===== src/rtl/regfile_pkg.sv =====
// -----------------------------------------------------------------------------
// regfile_pkg
// Shared constants and types for the one-hot-write register file.
//   NUM_REGS            : number of architectural registers (r0 is hardwired 0)
//   ADDR_WIDTH          : width of a binary register index
//   DEFAULT_DATA_WIDTH  : default register / data port width
//   sel_class_e         : classification of the one-hot write select
// -----------------------------------------------------------------------------
package regfile_pkg;

   localparam int NUM_REGS           = 32;
   localparam int ADDR_WIDTH         = 5;
   localparam int DEFAULT_DATA_WIDTH = 32;

   typedef enum logic [1:0] {
      SEL_LEGAL = 2'd0,   // exactly one bit set
      SEL_ZERO  = 2'd1,   // no bits set
      SEL_MULTI = 2'd2    // two or more bits set
   } sel_class_e;

endpackage : regfile_pkg


===== src/rtl/regfile_onehot_wr_onehot_check.sv =====
// -----------------------------------------------------------------------------
// onehot_check
// Purely combinational classifier of the decoder's one-hot write select.
// Ports:
//   sel_i        in  NUM_REGS  write select, bit i selects register i
//   sel_class_o  out enum      SEL_LEGAL / SEL_ZERO / SEL_MULTI
// -----------------------------------------------------------------------------
module onehot_check
   import regfile_pkg::*;
(
   input  logic [NUM_REGS-1:0] sel_i,
   output sel_class_e          sel_class_o
);

   localparam logic [NUM_REGS-1:0] ONE = NUM_REGS'(1);

   // Clearing the lowest set bit leaves zero only when at most one bit was set.
   logic [NUM_REGS-1:0] low_cleared;

   always_comb begin
      // NOTE: every output of a combinational block gets a default first so no
      // path through the block leaves it unassigned (which would infer a latch).
      sel_class_o = SEL_MULTI;
      low_cleared = sel_i & (sel_i - ONE);
      if (sel_i == '0) begin
         sel_class_o = SEL_ZERO;
      end else if (low_cleared == '0) begin
         sel_class_o = SEL_LEGAL;
      end
   end

endmodule : onehot_check


===== src/rtl/regfile_onehot_wr.sv =====
// -----------------------------------------------------------------------------
// regfile_onehot_wr
// 32 x DATA_WIDTH register file written through a one-hot select coming
// straight from the write-address decoder, with two registered read ports.
// Illegal selects (none or several bits set) are suppressed, flagged with a
// one-cycle wr_err pulse and counted in a saturating err_count.
// r0 is hardwired to zero and has no storage; writes to it are dropped quietly.
//
// Configuration macro:
//   REGFILE_BYPASS_EN  defined   : a legal write to index i != 0 is forwarded
//                                  to a read port addressing i at the same edge
//                      undefined : same-edge reads return the old contents
//
// Ports:
//   clock      in   1              rising-edge clock
//   reset_n    in   1              asynchronous active-low reset
//   wr_en      in   1              global write strobe
//   wr_sel     in   32             one-hot register select
//   wr_data    in   DATA_WIDTH     write data
//   rd_addr_a  in   5              read port A index
//   rd_addr_b  in   5              read port B index
//   rd_data_a  out  DATA_WIDTH     read port A data (1-cycle latency)
//   rd_data_b  out  DATA_WIDTH     read port B data (1-cycle latency)
//   wr_err     out  1              illegal-write pulse (registered)
//   err_count  out  ERR_CNT_WIDTH  saturating illegal-write count
// -----------------------------------------------------------------------------
module regfile_onehot_wr
   import regfile_pkg::*;
#(
   parameter int DATA_WIDTH    = DEFAULT_DATA_WIDTH,
   parameter int ERR_CNT_WIDTH = 8
) (
   input  logic                     clock,
   input  logic                     reset_n,
   input  logic                     wr_en,
   input  logic [NUM_REGS-1:0]      wr_sel,
   input  logic [DATA_WIDTH-1:0]    wr_data,
   input  logic [ADDR_WIDTH-1:0]    rd_addr_a,
   input  logic [ADDR_WIDTH-1:0]    rd_addr_b,
   output logic [DATA_WIDTH-1:0]    rd_data_a,
   output logic [DATA_WIDTH-1:0]    rd_data_b,
   output logic                     wr_err,
   output logic [ERR_CNT_WIDTH-1:0] err_count
);

   // ---------------------------------------------------------------------------
   // Select classification
   // ---------------------------------------------------------------------------
   sel_class_e sel_class;

   onehot_check u_onehot_check (
      .sel_i       (wr_sel),
      .sel_class_o (sel_class)
   );

   logic wr_legal;
   logic wr_illegal;

   // wr_sel is ignored entirely when the strobe is low.
   assign wr_legal   = wr_en && (sel_class == SEL_LEGAL);
   assign wr_illegal = wr_en && (sel_class != SEL_LEGAL);

   // ---------------------------------------------------------------------------
   // Storage: r1..r31 only; r0 has no flops.
   // ---------------------------------------------------------------------------
   logic [DATA_WIDTH-1:0] regs_q [1:NUM_REGS-1];

   // NOTE: the storage array is cleared by reset because the register file must
   // read back zero after reset; a reset that lands mid-write wins over the write.
   always_ff @(posedge clock or negedge reset_n) begin
      if (!reset_n) begin
         for (int i = 1; i < NUM_REGS; i++) begin
            regs_q[i] <= '0;
         end
      end else begin
         // A legal select has one bit, so at most one register loads; bit 0
         // has no storage and is dropped here without an error.
         for (int i = 1; i < NUM_REGS; i++) begin
            if (wr_legal && wr_sel[i]) begin
               // NOTE: sequential state uses non-blocking assignment so every
               // flop samples pre-edge values, independent of statement order.
               regs_q[i] <= wr_data;
            end
         end
      end
   end

   // ---------------------------------------------------------------------------
   // Read muxing (next-state of the registered read data)
   // ---------------------------------------------------------------------------
   logic [DATA_WIDTH-1:0] rd_data_a_d, rd_data_a_q;
   logic [DATA_WIDTH-1:0] rd_data_b_d, rd_data_b_q;

   always_comb begin
      rd_data_a_d = '0;
      rd_data_b_d = '0;
      // Index 0 never matches the loop, so it reads as zero.
      for (int i = 1; i < NUM_REGS; i++) begin
         if (rd_addr_a == ADDR_WIDTH'(i)) rd_data_a_d = regs_q[i];
         if (rd_addr_b == ADDR_WIDTH'(i)) rd_data_b_d = regs_q[i];
      end
`ifdef REGFILE_BYPASS_EN
      // Forward only legal writes and never to index 0.
      if (wr_legal && (rd_addr_a != '0) && wr_sel[rd_addr_a]) rd_data_a_d = wr_data;
      if (wr_legal && (rd_addr_b != '0) && wr_sel[rd_addr_b]) rd_data_b_d = wr_data;
`endif
   end

   // ---------------------------------------------------------------------------
   // Error reporting
   // ---------------------------------------------------------------------------
   logic                     wr_err_d, wr_err_q;
   logic [ERR_CNT_WIDTH-1:0] err_count_d, err_count_q;

   always_comb begin
      wr_err_d    = wr_illegal;
      err_count_d = err_count_q;
      // Saturate at all-ones rather than wrapping.
      if (wr_illegal && (err_count_q != '1)) begin
         err_count_d = err_count_q + ERR_CNT_WIDTH'(1);
      end
   end

   always_ff @(posedge clock or negedge reset_n) begin
      if (!reset_n) begin
         rd_data_a_q <= '0;
         rd_data_b_q <= '0;
         wr_err_q    <= 1'b0;
         err_count_q <= '0;
      end else begin
         rd_data_a_q <= rd_data_a_d;
         rd_data_b_q <= rd_data_b_d;
         wr_err_q    <= wr_err_d;
         err_count_q <= err_count_d;
      end
   end

   assign rd_data_a = rd_data_a_q;
   assign rd_data_b = rd_data_b_q;
   assign wr_err    = wr_err_q;
   assign err_count = err_count_q;

endmodule : regfile_onehot_wr


===== config.mk =====
export PLATFORM = sky130hd
export DESIGN_NAME = regfile_onehot_wr
export DESIGN_NICKNAME = d
export VERILOG_FILES = /design/src/rtl/regfile_pkg.sv /design/src/rtl/regfile_onehot_wr_onehot_check.sv /design/src/rtl/regfile_onehot_wr.sv
export SDC_FILE = /design/constraint.sdc
export NUM_CORES = 2
export LEC_CHECK = 0
export BUFFER_PORTS_ARGS = -buffer_cell sky130_fd_sc_hd__buf_4
export CORE_UTILIZATION = 50
export DETAILED_ROUTE_END_ITERATION = 7
export MAX_ROUTING_LAYER = met4
export PLACE_DENSITY = 0.74
export SLEW_MARGIN = 20
export SYNTH_ARGS = -nofsm -noshare
export SYNTH_HDL_FRONTEND = slang
export SYNTH_SLANG_ARGS = --single-unit

===== constraint.sdc =====
create_clock -name clock -period 5.7 [get_ports clock]
set_input_delay 0.855 -clock clock [delete_from_list [all_inputs] [get_ports clock]]
set_output_delay 0.855 -clock clock [all_outputs]
set_load 0.01 [all_outputs]

==> run metrics <==
Critical Path Start Type input pin; Fin. Hold Viols 0; Clock power frac 0.449; Peak VDD IR between 0.0002 and 0.00025 V; warnings from Yosys 0; Root Driver clkbuf_16; die area between 100000 and 150000 um^2; CP top delay family compound AO/OA/AOI/OAI gates; register area ~27000 um^2; DRT antenna net count 0; post-DP HPWL between 100000 and 150000 um; Yosys reg bits 1065; RSZ-0062 raised after global routing no; CTS buffer count between 100 and 150; Top Metal Used met4; status complete, but fails checks; syn_nets 4965; CTS resizes 0; Min Clock Period, post-route between 4 and 5 ns; Max-Cap Viols 0; Power Density around 280 nW/um^2; crit path DAT between 5 and 6 ns; Fmax achieved roughly 220 MHz; Met1 Wirelength roughly 77000 um; placed cell areas between 50000 and 60000 um^2; Detailed Route Iter0 Violations about 8000; Post-synth EDFFs 0; Initial Utilization 0.506; Flop pwr share 0.450; post-synthesis sequential area ratio 0.490; slowest stage cell, crit path nor3_1; vias approximately 47000; share of layout cells above drive strength 1 0.319; GRT Total Usage 0.398; synth top area cells dfrtp_1 (49%), mux2_2 (19%), o22ai_1 (3.3%), a22oi_1 (2.3%), clkbuf_1 (2.3%); RR Endpoint rd_data_b[14]; post-synth cell types 78; pin count of the biggest net entering global routing around 120; GR Overflow Total 0; post-route cell area roughly 62000 um^2; failing checks DRC; r2r setup slk 2.25 ns; Async S/R FF share, synth 1.00; global-route wire length before repair roughly 310000 um; Synth Instances between 4000 and 5000; Net Sw Frac 0.265; worst r2r path cells 8; core area 107000 um^2; Net Switching between 4000 and 5000 uW; CTS sink cnt around 1100; top-count cell post-synth dfrtp_1; Avg Cell Area, Syn 11.1 um^2; total power 17100 uW; Synth top area share 0.490; number of fillers in the final layout ~8800; num rows 120; Die Span Y between 300 and 400 um; Die X 332 um; period utilization 0.805; WL per Instance between 30 and 40 um; initial antenna violation count 14; routed wire length approximately 220000 um; Final nets 5009; Slew HR 0.140; hold crit path type in2async; # DRC 4; cells along the critical path buf_4 > nor2b_1 > a21oi_1 > or2_2 > a31oi_1 > o21ai_0 > a211oi_1 > a2111oi_0 > nor3_1; Buffers & Inverters on Critical Path 1; setup TNS 0 ns; Comb pwr share 0.101; I/O pin cnt 150; clock skew a little over 0.02 ns; CTS Hold Buffers Added 0; routability congestion estimate from global placement 1.02; Max Slew Vio Count 0; Layout area overhead 13.4%; Pre-antenna DRT Iters 8; Worst Setup Path Type in2reg; Netlist Area Pre-Place between 50000 and 60000 um^2; setup violators final 0; internal power 12600 uW; top_reg_cell synth dfrtp_1; WL met2 91800 um; met3 wire len roughly 28000 um; Synth area leader dfrtp_1; reg2reg start regs_q[718]; worst slew pin tran roughly 1.3 ns; static leakage slightly below 0.03 uW; vias in the first global route 45900; Vias/cell 7.34; Largest stage delay, worst path 0.75 ns; Crit path depth 9; Buffers on Ports about 150; area taken by multi-input logic gates between 20000 and 30000 um^2; TritonCTS clock tree built; Bufs on Longest Clock Path 3; H-tree levels 3; Worst Path Required approximately 6.2 ns; crit end category flop; maximum fanout along the worst path 30; Commonest cells post-synth dfrtp_1 (1065), mux2_2 (929), clkbuf_1 (333); post-CTS setup buffer count 0; clock-pin transition on the worst setup and hold timing paths about 0.060 ns; Skew-Pair Late Insertion Delay 0.73 ns
-- final cells by class --
class	instances	area share
Antenna cell	15	0.000609
Sequential cell	1065	0.432
Multi-Input combinational cell	3343	0.423
Inverter	8	0.000487
Tap cell	1403	0.0285
Clock inverter	42	0.00999
Timing Repair Buffer	404	0.0529
Clock buffer	163	0.0526
-- routing by layer --
metal,vias up,GRT usage
li1,18800,-
met1,23700,0.489
met2,3786,0.561
met3,1008,0.108
met4,0,0.296
met5,-,-
-- cell usage in the layout (no fill, tap or decap), types with 13 or more instances in the layout --
cell	n
buf_4	384
a211oi_1	43
nand4_1	24
mux2_2	929
a222oi_1	35
o21ai_0	231
a221oi_1	60
nand2_1	269
nor2_1	205
clkinv_2	21
nor3_1	78
a2111oi_0	38
and3_1	17
a21oi_1	168
mux2i_1	74
nor2b_1	16
dfrtp_1	1065
o221ai_1	52
buf_12	17
a22oi_1	168
clkbuf_8	31
nand2b_1	16
clkbuf_16	109
a31oi_1	62
o211ai_1	41
a22o_1	28
o31ai_1	13
nand3_2	31
diode_2	15
o22ai_1	290
clkbuf_1	23
a2bb2oi_1	24
mux2_1	111
nand3_1	75
nor4_1	42
nor2_2	20
-- registers in the layout (all words and copies together), names as in the netlist --
signal,cells
regs_q,992
rd_data_a,32
rd_data_b,32
err_count,8
wr_err,1
-- how the worst max path moves through the flow --
stage                 startpoint             to  slack [ns]
floorplan             wr_sel[13]    regs_q[833]        2.04
global placement       wr_sel[0]    regs_q[530]        0.72
detailed placement     wr_sel[5]    regs_q[542]        0.75
CTS                    wr_sel[0]    regs_q[475]        1.47
global route           wr_sel[0]    regs_q[468]        1.09
finish              rd_addr_b[2]  rd_data_b[14]        1.11
-- power by group through the flow --
stage,sequential [uW],combinational (uW),clock [uW]
final,7700,1740,7690
after global routing,7710,1780,7990
after CTS,7700,1660,7690
after detailed placement,7840,1650,0
after global placement,7840,1640,0
after floorplan,7880,620,0
-- through the flow --
stage | utilization | instances | hold slack (ns) | setup slack, ns
5_1_grt | 0.574 | 6439 | 0.299 | 1.09
3_5_place_dp | 0.538 | 6222 | 0.481 | 0.749
4_1_cts | 0.574 | 6427 | 0.277 | 1.47
3_3_place_gp | 0.538 | 6222 | 0.476 | 0.721
2_1_floorplan | - | 4887 | 0.464 | 2.04
6_report | 0.574 | 6443 | 0.187 | 1.11
-- cell families (layout without fill, tap and decap cells) --
| logic type | after synthesis | count (layout) | share of synthesized area |
|---|---|---|---|
| buffers and inverters | 479 | 617 | 0.0354 |
| flip-flops | 1065 | 1065 | 0.490 |
| AND/OR/NAND/NOR | 873 | 873 | 0.0750 |
| XOR/XNOR | 9 | 9 | 0.00145 |
| AO/OA/AOI/OAI | 1343 | 1343 | 0.167 |
| other | 0 | 15 | 0 |
| adder cells (fa/ha/maj) | 2 | 2 | 0.000414 |
| multiplexers | 1116 | 1116 | 0.230 |
Power figures use the tool's default switching activity.
